===== src/rtl/mem_arbiter_pkg.sv =====
// Shared definitions for the fetch/data memory arbiter: FSM encoding,
// default abort limit and timer width.
package mem_arbiter_pkg;

  typedef enum logic [1:0] {
    ST_IDLE = 2'd0,
    ST_INST = 2'd1,
    ST_DATA = 2'd2
  } arb_state_e;

  localparam int         DEFAULT_TIMEOUT = 255;
  localparam int         TMR_W           = 8;
  localparam logic [3:0] BE_WORD         = 4'hF;

endpackage


===== src/rtl/arb_timer.sv =====
// Counts cycles of an outstanding memory request; expired flags the
// TIMEOUT-th request cycle so the arbiter can abort on that edge.
module arb_timer
  import mem_arbiter_pkg::*;
#(
  parameter int TIMEOUT = DEFAULT_TIMEOUT
) (
  input  logic clk,
  input  logic rst,
  input  logic clr,
  input  logic en,
  output logic expired
);

  localparam logic [TMR_W-1:0] LIMIT = TMR_W'(TIMEOUT - 1);

  logic [TMR_W-1:0] count;

  // count holds the number of request cycles already completed
  always_ff @(posedge clk) begin
    if (rst || clr) begin
      count <= '0;
    end else if (en && (count != LIMIT)) begin
      count <= count + 1'b1;
    end
  end

  assign expired = en && (count == LIMIT);

endmodule


===== src/rtl/mem_arbiter.sv =====
// Arbitrates one single-port memory between instruction fetch and the MEM
// stage; data always wins, one transaction outstanding, abort on timeout.
module mem_arbiter
  import mem_arbiter_pkg::*;
#(
  parameter int TIMEOUT = DEFAULT_TIMEOUT
) (
  input  logic        clk,
  input  logic        rst,
  input  logic        inst_ce_i,
  input  logic [31:0] inst_addr_i,
  output logic [31:0] inst_o,
  output logic        inst_valid_o,
  input  logic        flush_i,
  input  logic        data_req_i,
  input  logic        data_we_i,
  input  logic [31:0] data_addr_i,
  input  logic [31:0] data_wdata_i,
  input  logic [3:0]  data_be_i,
  output logic [31:0] data_rdata_o,
  output logic        data_ack_o,
  output logic        mem_req_o,
  output logic        mem_we_o,
  output logic [31:0] mem_addr_o,
  output logic [31:0] mem_wdata_o,
  output logic [3:0]  mem_be_o,
  input  logic [31:0] mem_rdata_i,
  input  logic        mem_ack_i,
  output logic        pc_stall_o,
  output logic        if_stall_o,
  output logic        mem_stall_o,
  output logic        err_o
);

  arb_state_e state;
  logic       kill;
  logic       hold;
  logic       grant;
  logic       timer_exp;

  // The cycle after any completion (strobe or killed fetch) is a forced idle
  // so the requester can retire its request before the next arbitration.
  assign hold  = inst_valid_o | data_ack_o | err_o | kill;
  assign grant = (state == ST_IDLE) && !hold && (data_req_i || inst_ce_i);

  assign pc_stall_o  = inst_ce_i & ~inst_valid_o;
  assign if_stall_o  = inst_ce_i & ~inst_valid_o;
  assign mem_stall_o = data_req_i & ~data_ack_o;

  arb_timer #(
    .TIMEOUT(TIMEOUT)
  ) u_timer (
    .clk    (clk),
    .rst    (rst),
    .clr    (grant),
    .en     (mem_req_o),
    .expired(timer_exp)
  );

  always_ff @(posedge clk) begin
    if (rst) begin
      state        <= ST_IDLE;
      kill         <= 1'b0;
      mem_req_o    <= 1'b0;
      mem_we_o     <= 1'b0;
      mem_addr_o   <= '0;
      mem_wdata_o  <= '0;
      mem_be_o     <= '0;
      inst_o       <= '0;
      inst_valid_o <= 1'b0;
      data_rdata_o <= '0;
      data_ack_o   <= 1'b0;
      err_o        <= 1'b0;
    end else begin
      inst_valid_o <= 1'b0;
      data_ack_o   <= 1'b0;
      err_o        <= 1'b0;
      case (state)
        ST_IDLE: begin
          kill <= 1'b0;
          if (grant) begin
            mem_req_o <= 1'b1;
            if (data_req_i) begin
              state       <= ST_DATA;
              mem_we_o    <= data_we_i;
              mem_addr_o  <= data_addr_i;
              mem_wdata_o <= data_wdata_i;
              mem_be_o    <= data_be_i;
            end else begin
              state       <= ST_INST;
              mem_we_o    <= 1'b0;
              mem_addr_o  <= inst_addr_i;
              mem_wdata_o <= '0;
              mem_be_o    <= BE_WORD;
            end
          end
        end
        ST_INST: begin
          // a flush seen anywhere in the fetch, ack cycle included, discards it
          kill <= kill | flush_i;
          if (mem_ack_i) begin
            state     <= ST_IDLE;
            mem_req_o <= 1'b0;
            if (!(kill || flush_i)) begin
              inst_o       <= mem_rdata_i;
              inst_valid_o <= 1'b1;
            end
          end else if (timer_exp) begin
            state     <= ST_IDLE;
            mem_req_o <= 1'b0;
            err_o     <= 1'b1;
          end
        end
        ST_DATA: begin
          if (mem_ack_i) begin
            state      <= ST_IDLE;
            mem_req_o  <= 1'b0;
            data_ack_o <= 1'b1;
            if (!mem_we_o) begin
              data_rdata_o <= mem_rdata_i;
            end
          end else if (timer_exp) begin
            state     <= ST_IDLE;
            mem_req_o <= 1'b0;
            err_o     <= 1'b1;
          end
        end
        default: begin
          state     <= ST_IDLE;
          mem_req_o <= 1'b0;
        end
      endcase
    end
  end

endmodule


===== config.mk =====
export PLATFORM = sky130hd
export DESIGN_NAME = mem_arbiter
export DESIGN_NICKNAME = d
export VERILOG_FILES = /design/src/rtl/mem_arbiter_pkg.sv /design/src/rtl/arb_timer.sv /design/src/rtl/mem_arbiter.sv
export SDC_FILE = /design/constraint.sdc
export NUM_CORES = 1
export LEC_CHECK = 0
export BUFFER_PORTS_ARGS = -buffer_cell sky130_fd_sc_hd__buf_4
export CAP_MARGIN = 20
export CORE_MARGIN = 8
export CORE_UTILIZATION = 41
export DETAILED_ROUTE_END_ITERATION = 8
export HOLD_SLACK_MARGIN = 0.15
export PLACE_DENSITY = 0.76
export SLEW_MARGIN = 20
export SYNTH_ARGS = -nofsm -noshare
export SYNTH_HDL_FRONTEND = slang
export SYNTH_SLANG_ARGS = --single-unit

===== constraint.sdc =====
create_clock -name clk -period 1.65 [get_ports clk]
set_input_delay 0 -clock clk [delete_from_list [all_inputs] [get_ports clk]]
set_output_delay 0 -clock clk [all_outputs]
set_load 0.005 [all_outputs]

# After elaboration in Yosys (flattened, before gate mapping)
# Cells that the tools add are included.
# W data, S select, Z words.
# op_classes
n_reduce_logical,18
bitwise,14
eq_ne,6
muxes,17
add_sub_neg,1
# op_table
operator,n
$mux W32,2
$add A8 B1 Y8 const B,1
$eq A8 B8 Y1 const B,1
$mux W2,4
$ne A8 B8 Y1 const B,1
$not A1 Y1,8
$mux W1,7
$reduce_and A3 Y1,2
$reduce_or A3 Y1,2
$logic_and A1 B1 Y1,4
$mux W4,1
$or A1 B1 Y1,4
$pmux W1 S2,2
$pmux W2 S2,1
$reduce_and A2 Y1,2
$reduce_or A2 Y1,2
$logic_or A1 B1 Y1,3
$ne A3 B1 Y1 const B,1
$and A1 B1 Y1,2
$eq A2 B1 Y1 const B,1
$eq A2 B2 Y1 const B,1
$logic_not A2 Y1,1
$ne A2 B1 Y1 const B,1
$reduce_bool A2 Y1,1
$logic_not A1 Y1,1
# word_totals
register_bits,148
inputBits,139
out_inout_bits,140
word_cells,69

# Longest topological paths before layout
# Gate-level depths: netlist of the first run.
# depth
depth_word,8
mapped_depth,8
depth_no_buf,6

# Hierarchy
# Synthesis of the first run repeated with hierarchy kept, for this count alone.
# unflattened
hier_cells,699
hier_area_um2,6084.6
# modules_own_cells
module,instances,cells_each,seq_area_each_um2,area_each_um2
mem_arbiter,1,648,2802.7,5629.1
arb_timer,1,51,160.2,455.4

# Worst setup path before layout of the first run
# OpenSTA, ideal clock, no wires.
# synth_timing
kind,register to register
startpoint,register state[0]
endpoint,register mem_wdata_o[10]
arrival_ns,1.466
path_buffers,3
setup_ns,0.117
stages_incl_launch_ff,9
required_time_ns,1.533
slack_ns,0.068
path_cell_list,dfxtp_1 -> inv_1 -> ha_1 -> clkbuf_1 -> o211a_1 -> buf_4 -> nor2_4 -> buf_6 -> a22o_1
# synth_via
elab_chain_len,4
# synth_lines
element,line,text
"start, declared",mem_arbiter.sv:35,arb_state_e state;
"start signal, assigned",mem_arbiter.sv:62,state <= ST_IDLE;
"start signal, assigned",mem_arbiter.sv:84,state <= ST_DATA;
"start signal, assigned",mem_arbiter.sv:90,state <= ST_INST;
$logic_not A2 Y1 *,"mem_arbiter.sv:44, mem_arbiter.sv:78",
$logic_and A1 B1 Y1 (2 in a row),mem_arbiter.sv:44,assign grant = (state == ST_IDLE) && !hold && (data_req_i || inst_ce_i);
$reduce_and A2 Y1 (no source line) *,--,
"end signal, assigned",mem_arbiter.sv:87,mem_wdata_o <= data_wdata_i;
"end, declared",mem_arbiter.sv:25,"output logic [31:0] mem_wdata_o,"
# Mark *: on every way between the ends. The rest lies on a longest branch, timed or not.
# A chain may end at the register's enable or synchronous reset.

# Final worst setup path of the first run
# layout_timing
startpoint,input port data_req_i
endpoint,register mem_addr_o[27]
# layout_via
elab_chain_len,3
# layout_lines
element,line,text
"start, declared",mem_arbiter.sv:15,"input logic data_req_i,"
$logic_or A1 B1 Y1,mem_arbiter.sv:44,
$logic_and A1 B1 Y1,mem_arbiter.sv:44,
$reduce_and A2 Y1 (no source line),--,
"end signal, assigned",mem_arbiter.sv:86,mem_addr_o <= data_addr_i;
"end signal, assigned",mem_arbiter.sv:92,mem_addr_o <= inst_addr_i;
"end, declared",mem_arbiter.sv:24,"output logic [31:0] mem_addr_o,"
# Several ways; a longest one is shown, not always the timed one.

==> tab_implementation.tex, run 1 <==
\begin{tabular}{lr}
\hline
Metric & Value \\
\hline
\multicolumn{2}{l}{\textbf{Power and ir drop}} \\
\quad Net load switching power & 3085 uW \\
\quad Sw frac & 26.20\% \\
\quad Power share of the clock group & 38.9\% \\
\quad Seq pwr share & 36.3\% \\
\quad Total internal power & 8688 uW \\
\quad Max VDD drop & 890.9 uV \\
\quad Leakage power figure & 0.004440 uW \\
\quad Combinational Power Share & 24.8\% \\
\quad Areal power density over the cells & 1174 mW/mm\^{}2 \\
\multicolumn{2}{l}{\textbf{Synthesis}} \\
\quad Cell types occupying the most area after synthesis & sky130\_fd\_sc\_hd\_\_dfxtp\_1 54\%, sky130\_fd\_sc\_hd\_\_nand2\_1 9.0\%, sky130\_fd\_sc\_hd\_\_a21oi\_1 6.2\% \\
\quad Mapped Cells & 600 \\
\quad Share of synthesized registers carrying an async set or reset & 0\% \\
\quad Unique cell type count in the Yosys netlist & 38 \\
\quad Most used DFF post-synth & sky130\_fd\_sc\_hd\_\_dfxtp\_1 \\
\quad Post-synthesis area per instance & 9.213 sq um \\
\quad Area leader, netlist & sky130\_fd\_sc\_hd\_\_dfxtp\_1 \\
\quad Yosys warnings & 0 \\
\quad Post-synthesis cell area & 0.005528 sq mm \\
\quad Number of flops mapped to enable cells by yosys & 0 \\
\quad Share of the yosys chip area belonging to registers & 53.60\% \\
\quad Post-synth top area share & 53.60\% \\
\quad Cell with the most instances after synthesis & sky130\_fd\_sc\_hd\_\_dfxtp\_1 \\
\quad Synthesized net count & 744 \\
\quad Most frequent cells after synthesis & 148 x sky130\_fd\_sc\_hd\_\_dfxtp\_1, 133 x sky130\_fd\_sc\_hd\_\_nand2\_1, 69 x sky130\_fd\_sc\_hd\_\_a21oi\_1 \\
\quad Flip-flop and latch count after synthesis & 148 \\
\multicolumn{2}{l}{\textbf{Timing}} \\
\quad Final worst-path setup slack & 0.03814 ns \\
\quad Min Tclk post-route & 1.612 ns \\
\quad Max-Slew Margin vs Limit & 71.89\% \\
\quad Count of endpoints failing hold in the final timing report & 0 \\
\quad Minimum hold slack & 0.3380 ns \\
\quad Least-Margin Pin Slew & 0.4217 ns \\
\quad Number of pins exceeding their max-slew limit in the final report & 0 \\
\quad Portion of the clock cycle consumed by the worst path in the final layout & 97.69\% \\
\quad Total of endpoints with negative setup slack in the final report & 0 \\
\quad Highest attainable clock frequency & 620.4 MHz \\
\quad Setup clock skew after layout & 0.008699 ns \\
\multicolumn{2}{l}{\textbf{Finish}} \\
\quad Final layout net count & 1153 \\
\quad Syn-to-layout area delta & 81.33\% \\
\quad Share of cells above drive strength 1 & 34.05\% \\
\quad Final Instance Count excl. Fillers & 1200 \\
\quad Post-Route Utilization & 75.99\% \\
\multicolumn{2}{l}{\textbf{Floorplan}} \\
\quad Boundary Pins & 279 \\
\quad Total die area & 0.01745 sq mm \\
\quad Placement Rows & 42 \\
\quad Placeable core region & 0.01319 sq mm \\
\quad Chip height & 132.1 um \\
\quad Die outline width & 132.1 um \\
\quad Initial core utilization & 41.91\% \\
\multicolumn{2}{l}{\textbf{Run}} \\
\quad Max Cap Viol & 0 \\
\multicolumn{2}{l}{\textbf{Clock network}} \\
\quad Number of H-tree branching levels & 4 \\
\quad Root buffer cell & sky130\_fd\_sc\_hd\_\_clkbuf\_16 \\
\quad Clock Pin Slew Worst Setup and Hold Paths & 0.06 ns \\
\quad CTS tree & yes \\
\quad Maximum count of clock buffers along a single path & 2 \\
\quad Num Clock Sinks & 148 \\
\quad Total CTS buffers & 17 \\
\quad Clock latency at the later pin of the worst-skew pair & 0.42 ns \\
\multicolumn{2}{l}{\textbf{Global routing}} \\
\quad GRT Total Usage & 23.87\% \\
\quad First-pass GRT wire length & 33.22 mm \\
\quad Number of global-route vias before repair & 6229 \\
\quad Largest net degree at the start of global routing & 53 \\
\quad Antenna violations before repair & 2 \\
\quad Overflow left after global routing & 0 \\
\multicolumn{2}{l}{\textbf{Critical path}} \\
\quad Category of the most critical setup path & primary input to register \\
\quad Sort of element at the start of the critical path & primary input \\
\quad CP Capture Type & register \\
\quad Data required time of the worst path & 1.94 ns \\
\quad Worst EP arrival & 1.90 ns \\
\quad Critical path fanouts, max & 35 \\
\multicolumn{2}{l}{\textbf{Routing}} \\
\quad Final WL & 21.67 mm \\
\quad Via count & 6118 \\
\quad Mean number of vias per cell & 5.098 \\
\quad Initial detailed-routing violation count & 307 \\
\quad Post-DRT Antenna Nets & 0 \\
\quad Average wire per standard cell & 18.06 um \\
\quad DRC errors left & 0 \\
\quad Length of the first detailed-routing pass in iterations & 5 \\
\multicolumn{2}{l}{\textbf{Placed design}} \\
\quad Detailed Place HPWL & 12.96 mm \\
\quad DP Cell Count & 1024 \\
\quad Routability-driven placement congestion ratio & 0.8237 \\
\quad Number of input and output port buffers inserted & 278 \\
\quad Setup slack after placement & 0.03549 ns \\
\multicolumn{2}{l}{\textbf{Hold path}} \\
\quad Hold/Removal Path Class & primary input to register \\
\multicolumn{2}{l}{\textbf{Run status}} \\
\quad Result of the run & finished clean \\
\hline
\end{tabular}
[cell usage in the layout, fill, tap and decap left out, drive strengths merged]
cell type / n
nand2b: 2
inv: 5
nor2b: 2
o22ai: 4
mux2i: 32
or4: 1
clkbuf: 21
o2111ai: 1
diode: 2
nand2: 133
xnor2: 2
o211a: 1
bufinv: 7
a211oi: 33
or3: 2
o31ai: 1
ha: 5
clkinv: 2
and4: 2
dfxtp: 148
or2: 1
o21ai: 2
nor3: 2
xor2: 4
nand3: 5
buf: 299
clkinvlp: 2
dlygate4sd3: 138
nor4: 1
o211ai: 3
a31oi: 2
a21boi: 1
and3: 3
a22o: 33
nand4: 3
a21oi: 69
nor2: 50
[routing by layer]
layer  vias up  GRT usage [%]  wire [um]
met1      2891          25.12       8104
met4         0          13.72       1094
met3        76          6.402       1418
met2       264          42.16      11050
li1       2887              -          -
met5         -              0          0
[power by group through the flow]
stage / sequential [uW] / combinational [uW] / clock (uW)
finish: 4280 / 2920 / 4570
global route: 4330 / 3140 / 4770
CTS: 4260 / 2680 / 4620
detailed placement: 4330 / 2380 / 0
global placement: 4310 / 2350 / 0
floorplan: 4330 / 1160 / 0
[cell type report]
type	count	area (sq um)
Sequential cell	148	2965
Tap cell	176	220.2
Clock buffer	20	456.7
Fill cell	864	3167
Antenna cell	2	5.005
Inverter	4	15.01
Multi-Input combinational cell	400	2333
Timing Repair Buffer	438	3780
Clock inverter	12	247.7
[cells by family (layout without fill, tap and decap cells)]
kind of cell             after synthesis  in the layout  share of synthesized area (%)
AO/OA/AOI/OAI                        150            150                          17.93
other                                  0              2                              0
XOR/XNOR                               6              6                         0.9506
adder cells (fa/ha/maj)                5              5                          1.132
buffers and inverters                 52            474                          5.047
multiplexers                          32             32                          5.795
flip-flops                           148            148                          53.60
AND/OR/NAND/NOR                      207            207                          15.55
[path summary, 6_finish.rpt]
kind | endpoint | start | slack, ns | depth (start not counted)
max | mem_addr_o[27] | data_req_i | 0.04 | 6
min | mem_wdata_o[21] | data_wdata_i[21] | 0.34 | 3
max reg2reg | mem_wdata_o[7] | err_o | 0.05 | 5
min reg2reg | inst_o[2] | inst_o[2] | 0.46 | 2
[what timing repair did]
item | 4_1_cts | 5_1_grt
hold buffers | 138 | 0
endpoints found under the setup margin | 0 | 52
resized for setup | 0 | 12
buffers inserted | 0 | 3
endpoints found under the hold margin | 140 | 0
[critical path, cell delays in order]
cell                            delay (ns)
sky130_fd_sc_hd__dlygate4sd3_1        0.53
sky130_fd_sc_hd__buf_4                0.16
sky130_fd_sc_hd__buf_12               0.24
sky130_fd_sc_hd__mux2i_1              0.27
sky130_fd_sc_hd__dlygate4sd3_1        0.59
sky130_fd_sc_hd__a211oi_1             0.07
[sequential cells by signal, summed over array words and instances, names as in the netlist]
name,cells
u_timer.count,8
inst_o,32
mem_req_o,1
err_o,1
state,2
mem_addr_o,32
mem_be_o,4
kill,1
data_rdata_o,32
inst_valid_o,1
data_ack_o,1
mem_wdata_o,32
mem_we_o,1
[per-stage QoR]
stage | area (sq um) | power (uW) | setup TNS [ns]
2_1_floorplan | 5528 | 5493 | 0
4_1_cts | 9907 | 11560 | 0
3_5_place_dp | 7821 | 6709 | 0
3_3_place_gp | 7821 | 6665 | 0
5_1_grt | 10020 | 12240 | -0.0004503
6_report | 10020 | 11770 | 0
(Power assumes the default switching activity.)
==> inputs of run 2 (changes only) <==
--- a/config.mk
+++ b/config.mk
@@ -5,7 +5,7 @@
 export SDC_FILE = /design/constraint.sdc
 export NUM_CORES = 1
 export LEC_CHECK = 0
-export BUFFER_PORTS_ARGS = -buffer_cell sky130_fd_sc_hd__buf_4
+export BUFFER_PORTS_ARGS = -buffer_cell sky130_fd_sc_hd__buf_2
 export CAP_MARGIN = 20
 export CORE_MARGIN = 8
 export CORE_UTILIZATION = 41
==> tab_implementation.tex, run 2 (synthesis gave the netlist of run 1 again) <==
\begin{tabular}{lr}
\hline
Metric & Value \\
\hline
\multicolumn{2}{l}{\textbf{Finish}} \\
\quad Final layout net count & 1156 (was 1153) \\
\quad Final Instance Count excl. Fillers & 1203 (was 1200) \\
\quad Most frequent cells in the layout & 276 x sky130\_fd\_sc\_hd\_\_buf\_2, 146 x sky130\_fd\_sc\_hd\_\_dfxtp\_1, 138 x sky130\_fd\_sc\_hd\_\_dlygate4sd3\_1 (was 288 x sky130\_fd\_sc\_hd\_\_buf\_4, 146 x sky130\_fd\_sc\_hd\_\_dfxtp\_1, 138 x sky130\_fd\_sc\_hd\_\_dlygate4sd3\_1) \\
\quad Most common library cell in the layout ignoring fill and taps & sky130\_fd\_sc\_hd\_\_buf\_2 (was sky130\_fd\_sc\_hd\_\_buf\_4) \\
\quad Syn-to-layout area delta & 66.46\% (was 81.33\%) \\
\quad Share of cells above drive strength 1 & 33.50\% (was 34.05\%) \\
\multicolumn{2}{l}{\textbf{Routing}} \\
\quad Final WL & 20.84 mm (was 21.67 mm) \\
\quad DRC errors left & 0 (unchanged) \\
\quad Initial detailed-routing violation count & 394 (was 307) \\
\quad Average wire per standard cell & 17.32 um (was 18.06 um) \\
\quad Via count & 6027 (was 6118) \\
\quad Mean number of vias per cell & 5.010 (was 5.098) \\
\quad Length of the first detailed-routing pass in iterations & 5 (unchanged) \\
\quad Post-DRT Antenna Nets & 0 (unchanged) \\
\multicolumn{2}{l}{\textbf{Critical path}} \\
\quad CP Capture Type & register (unchanged) \\
\quad Critical path fanouts, max & 33 (was 35) \\
\quad Category of the most critical setup path & register to register (was primary input to register) \\
\quad Worst EP arrival & 1.89 ns (was 1.90 ns) \\
\quad Reg2Reg Launch Point & err\_o (unchanged) \\
\quad Slack of the worst reg-to-reg path & 0.06 ns (was 0.05 ns) \\
\quad Sort of element at the start of the critical path & register (was primary input) \\
\quad R2r endpoint & mem\_wdata\_o[31] (was mem\_wdata\_o[7]) \\
\quad Data required time of the worst path & 1.95 ns (was 1.94 ns) \\
\quad Number of cells on the worst reg-to-reg path & 5 (unchanged) \\
\multicolumn{2}{l}{\textbf{Clock network}} \\
\quad CTS tree & yes (unchanged) \\
\quad Number of H-tree branching levels & 4 (unchanged) \\
\quad Clock Pin Slew Worst Setup and Hold Paths & 0.06 ns (about the same) \\
\quad Root buffer cell & sky130\_fd\_sc\_hd\_\_clkbuf\_16 (unchanged) \\
\quad Clock latency at the later pin of the worst-skew pair & 0.42 ns (about the same) \\
\quad Maximum count of clock buffers along a single path & 2 (unchanged) \\
\quad Total CTS buffers & 17 (unchanged) \\
\quad Num Clock Sinks & 148 (unchanged) \\
\multicolumn{2}{l}{\textbf{Global routing}} \\
\quad Number of global-route vias before repair & 6142 (was 6229) \\
\quad First-pass GRT wire length & 32.29 mm (was 33.22 mm) \\
\quad Antenna violations before repair & 3 (was 2) \\
\quad Largest net degree at the start of global routing & 43 (was 53) \\
\quad Overflow left after global routing & 0 (unchanged) \\
\quad GRT Total Usage & 22.89\% (was 23.87\%) \\
\multicolumn{2}{l}{\textbf{Floorplan}} \\
\quad Die outline width & 132.1 um (unchanged) \\
\quad Initial core utilization & 41.91\% (unchanged) \\
\quad Placeable core region & 0.01319 sq mm (unchanged) \\
\quad Boundary Pins & 279 (unchanged) \\
\quad Total die area & 0.01745 sq mm (unchanged) \\
\quad Placement Rows & 42 (unchanged) \\
\quad Chip height & 132.1 um (unchanged) \\
\multicolumn{2}{l}{\textbf{Hold path}} \\
\quad Number of cells on the worst hold path & 3 (unchanged) \\
\quad Hold/Removal Path Class & primary input to register (unchanged) \\
\quad Capture endpoint of the worst hold path & mem\_wdata\_o[3] (was mem\_wdata\_o[21]) \\
\quad Beginning of the worst hold path & data\_wdata\_i[3] (was data\_wdata\_i[21]) \\
\multicolumn{2}{l}{\textbf{Timing}} \\
\quad Minimum hold slack & 0.3434 ns (was 0.3380 ns) \\
\quad Number of pins exceeding their max-slew limit in the final report & 0 (unchanged) \\
\quad Min Tclk post-route & 1.592 ns (was 1.612 ns) \\
\quad Count of endpoints failing hold in the final timing report & 0 (unchanged) \\
\quad Total of endpoints with negative setup slack in the final report & 0 (unchanged) \\
\quad Highest attainable clock frequency & 628.1 MHz (was 620.4 MHz) \\
\quad Unrepaired setup endpoints after global routing & yes \\
\quad Portion of the clock cycle consumed by the worst path in the final layout & 96.50\% (was 97.69\%) \\
\quad Least-Margin Pin Slew & 0.4757 ns (was 0.4217 ns) \\
\quad Max-Slew Margin vs Limit & 68.28\% (was 71.89\%) \\
\quad Setup clock skew after layout & 0.007212 ns (was 0.008699 ns) \\
\multicolumn{2}{l}{\textbf{Run status}} \\
\quad Result of the run & finished clean (unchanged) \\
\multicolumn{2}{l}{\textbf{Power and ir drop}} \\
\quad Max VDD drop & 766.1 uV (was 890.9 uV) \\
\quad Leakage power figure & 0.004261 uW (was 0.004440 uW) \\
\quad Areal power density over the cells & 1153 mW/mm\^{}2 (was 1174 mW/mm\^{}2) \\
\multicolumn{2}{l}{\textbf{Placed design}} \\
\quad DP Cell Count & 1026 (was 1024) \\
\quad Routability-driven placement congestion ratio & 0.7975 (was 0.8237) \\
\quad Number of input and output port buffers inserted & 278 (unchanged) \\
\quad Detailed Place HPWL & 12.33 mm (was 12.96 mm) \\
\multicolumn{2}{l}{\textbf{Run}} \\
\quad Max Cap Viol & 0 (unchanged) \\
\hline
\end{tabular}
## run 2: through the flow
stage               setup slack [ns]  setup TNS, ns  area, sq um  power, uW  util, %
floorplan                    0.06756              0         5528       5493        -
global placement             0.07743              0         7118       6333    53.97
detailed placement          -0.02324       -0.02324         7118       6376    53.97
CTS                          0.05017              0         9109      10500    69.06
global route               -0.002524      -0.002524         9201      11110    69.76
finish                       0.05783              0         9201      10610    69.76
## run 2: layer usage
metal / wire, um / part of all wire (%) / track usage [%] / vias up
met3: 1670 / 8.0 / 7.165 / 70
met2: 10490 / 50 / 39.75 / 293
met5: 0 / 0 / 0 / -
li1: - / - / - / 2904
met1: 7667 / 37 / 23.61 / 2760
met4: 1013 / 4.9 / 14.29 / 0
## run 2: layout make-up
| cell class | instances | area (sq um) |
|---|---|---|
| multi-input cells | 400 | 2316 |
| clock inverters | 8 | 101.3 |
| repair buffers | 441 | 3108 |
| well taps | 176 | 220.2 |
| flip-flops and latches | 148 | 2965 |
| clock buffers | 23 | 467.9 |
| inverters | 4 | 15.01 |
| fillers | 992 | 3989 |
| diodes | 3 | 7.507 |
## run 2: worst max path at each step
| stage | startpoint | to | slack [ns] |
|---|---|---|---|
| after global routing | err_o | mem_wdata_o[29] | -0.003 |
| after CTS | kill | state[1] | 0.05 |
| final | err_o | mem_wdata_o[31] | 0.06 |
| after detailed placement | kill | mem_addr_o[13] | -0.02 |
| after global placement | kill | mem_addr_o[29] | 0.08 |
| after floorplan | state[0] | mem_wdata_o[10] | 0.07 |
## run 2: critical path, cell delays in order, from the launching register on
cell and delay, ns:
sky130_fd_sc_hd__dfxtp_2 0.34, sky130_fd_sc_hd__nor4_4 0.35, sky130_fd_sc_hd__o211a_4 0.29, sky130_fd_sc_hd__nor2_4 0.05
sky130_fd_sc_hd__buf_12 0.18, sky130_fd_sc_hd__a22o_1 0.25
## run 2: where the power goes
group          switching [uW]  total [uW]  internal, uW
sequential                246        4260          4010
clock                    1450        3750          2300
combinational            1290        2610          1310
total                    2990       10600          7620
## run 2: timing repair
item                       CTS  global route
setup buffers                0             2
resized for setup            1             8
cloned                       1             2
hold buffers               138             0
hold endpoints to repair   140             0
pin swaps                    0             4
setup endpoints to repair    6            21
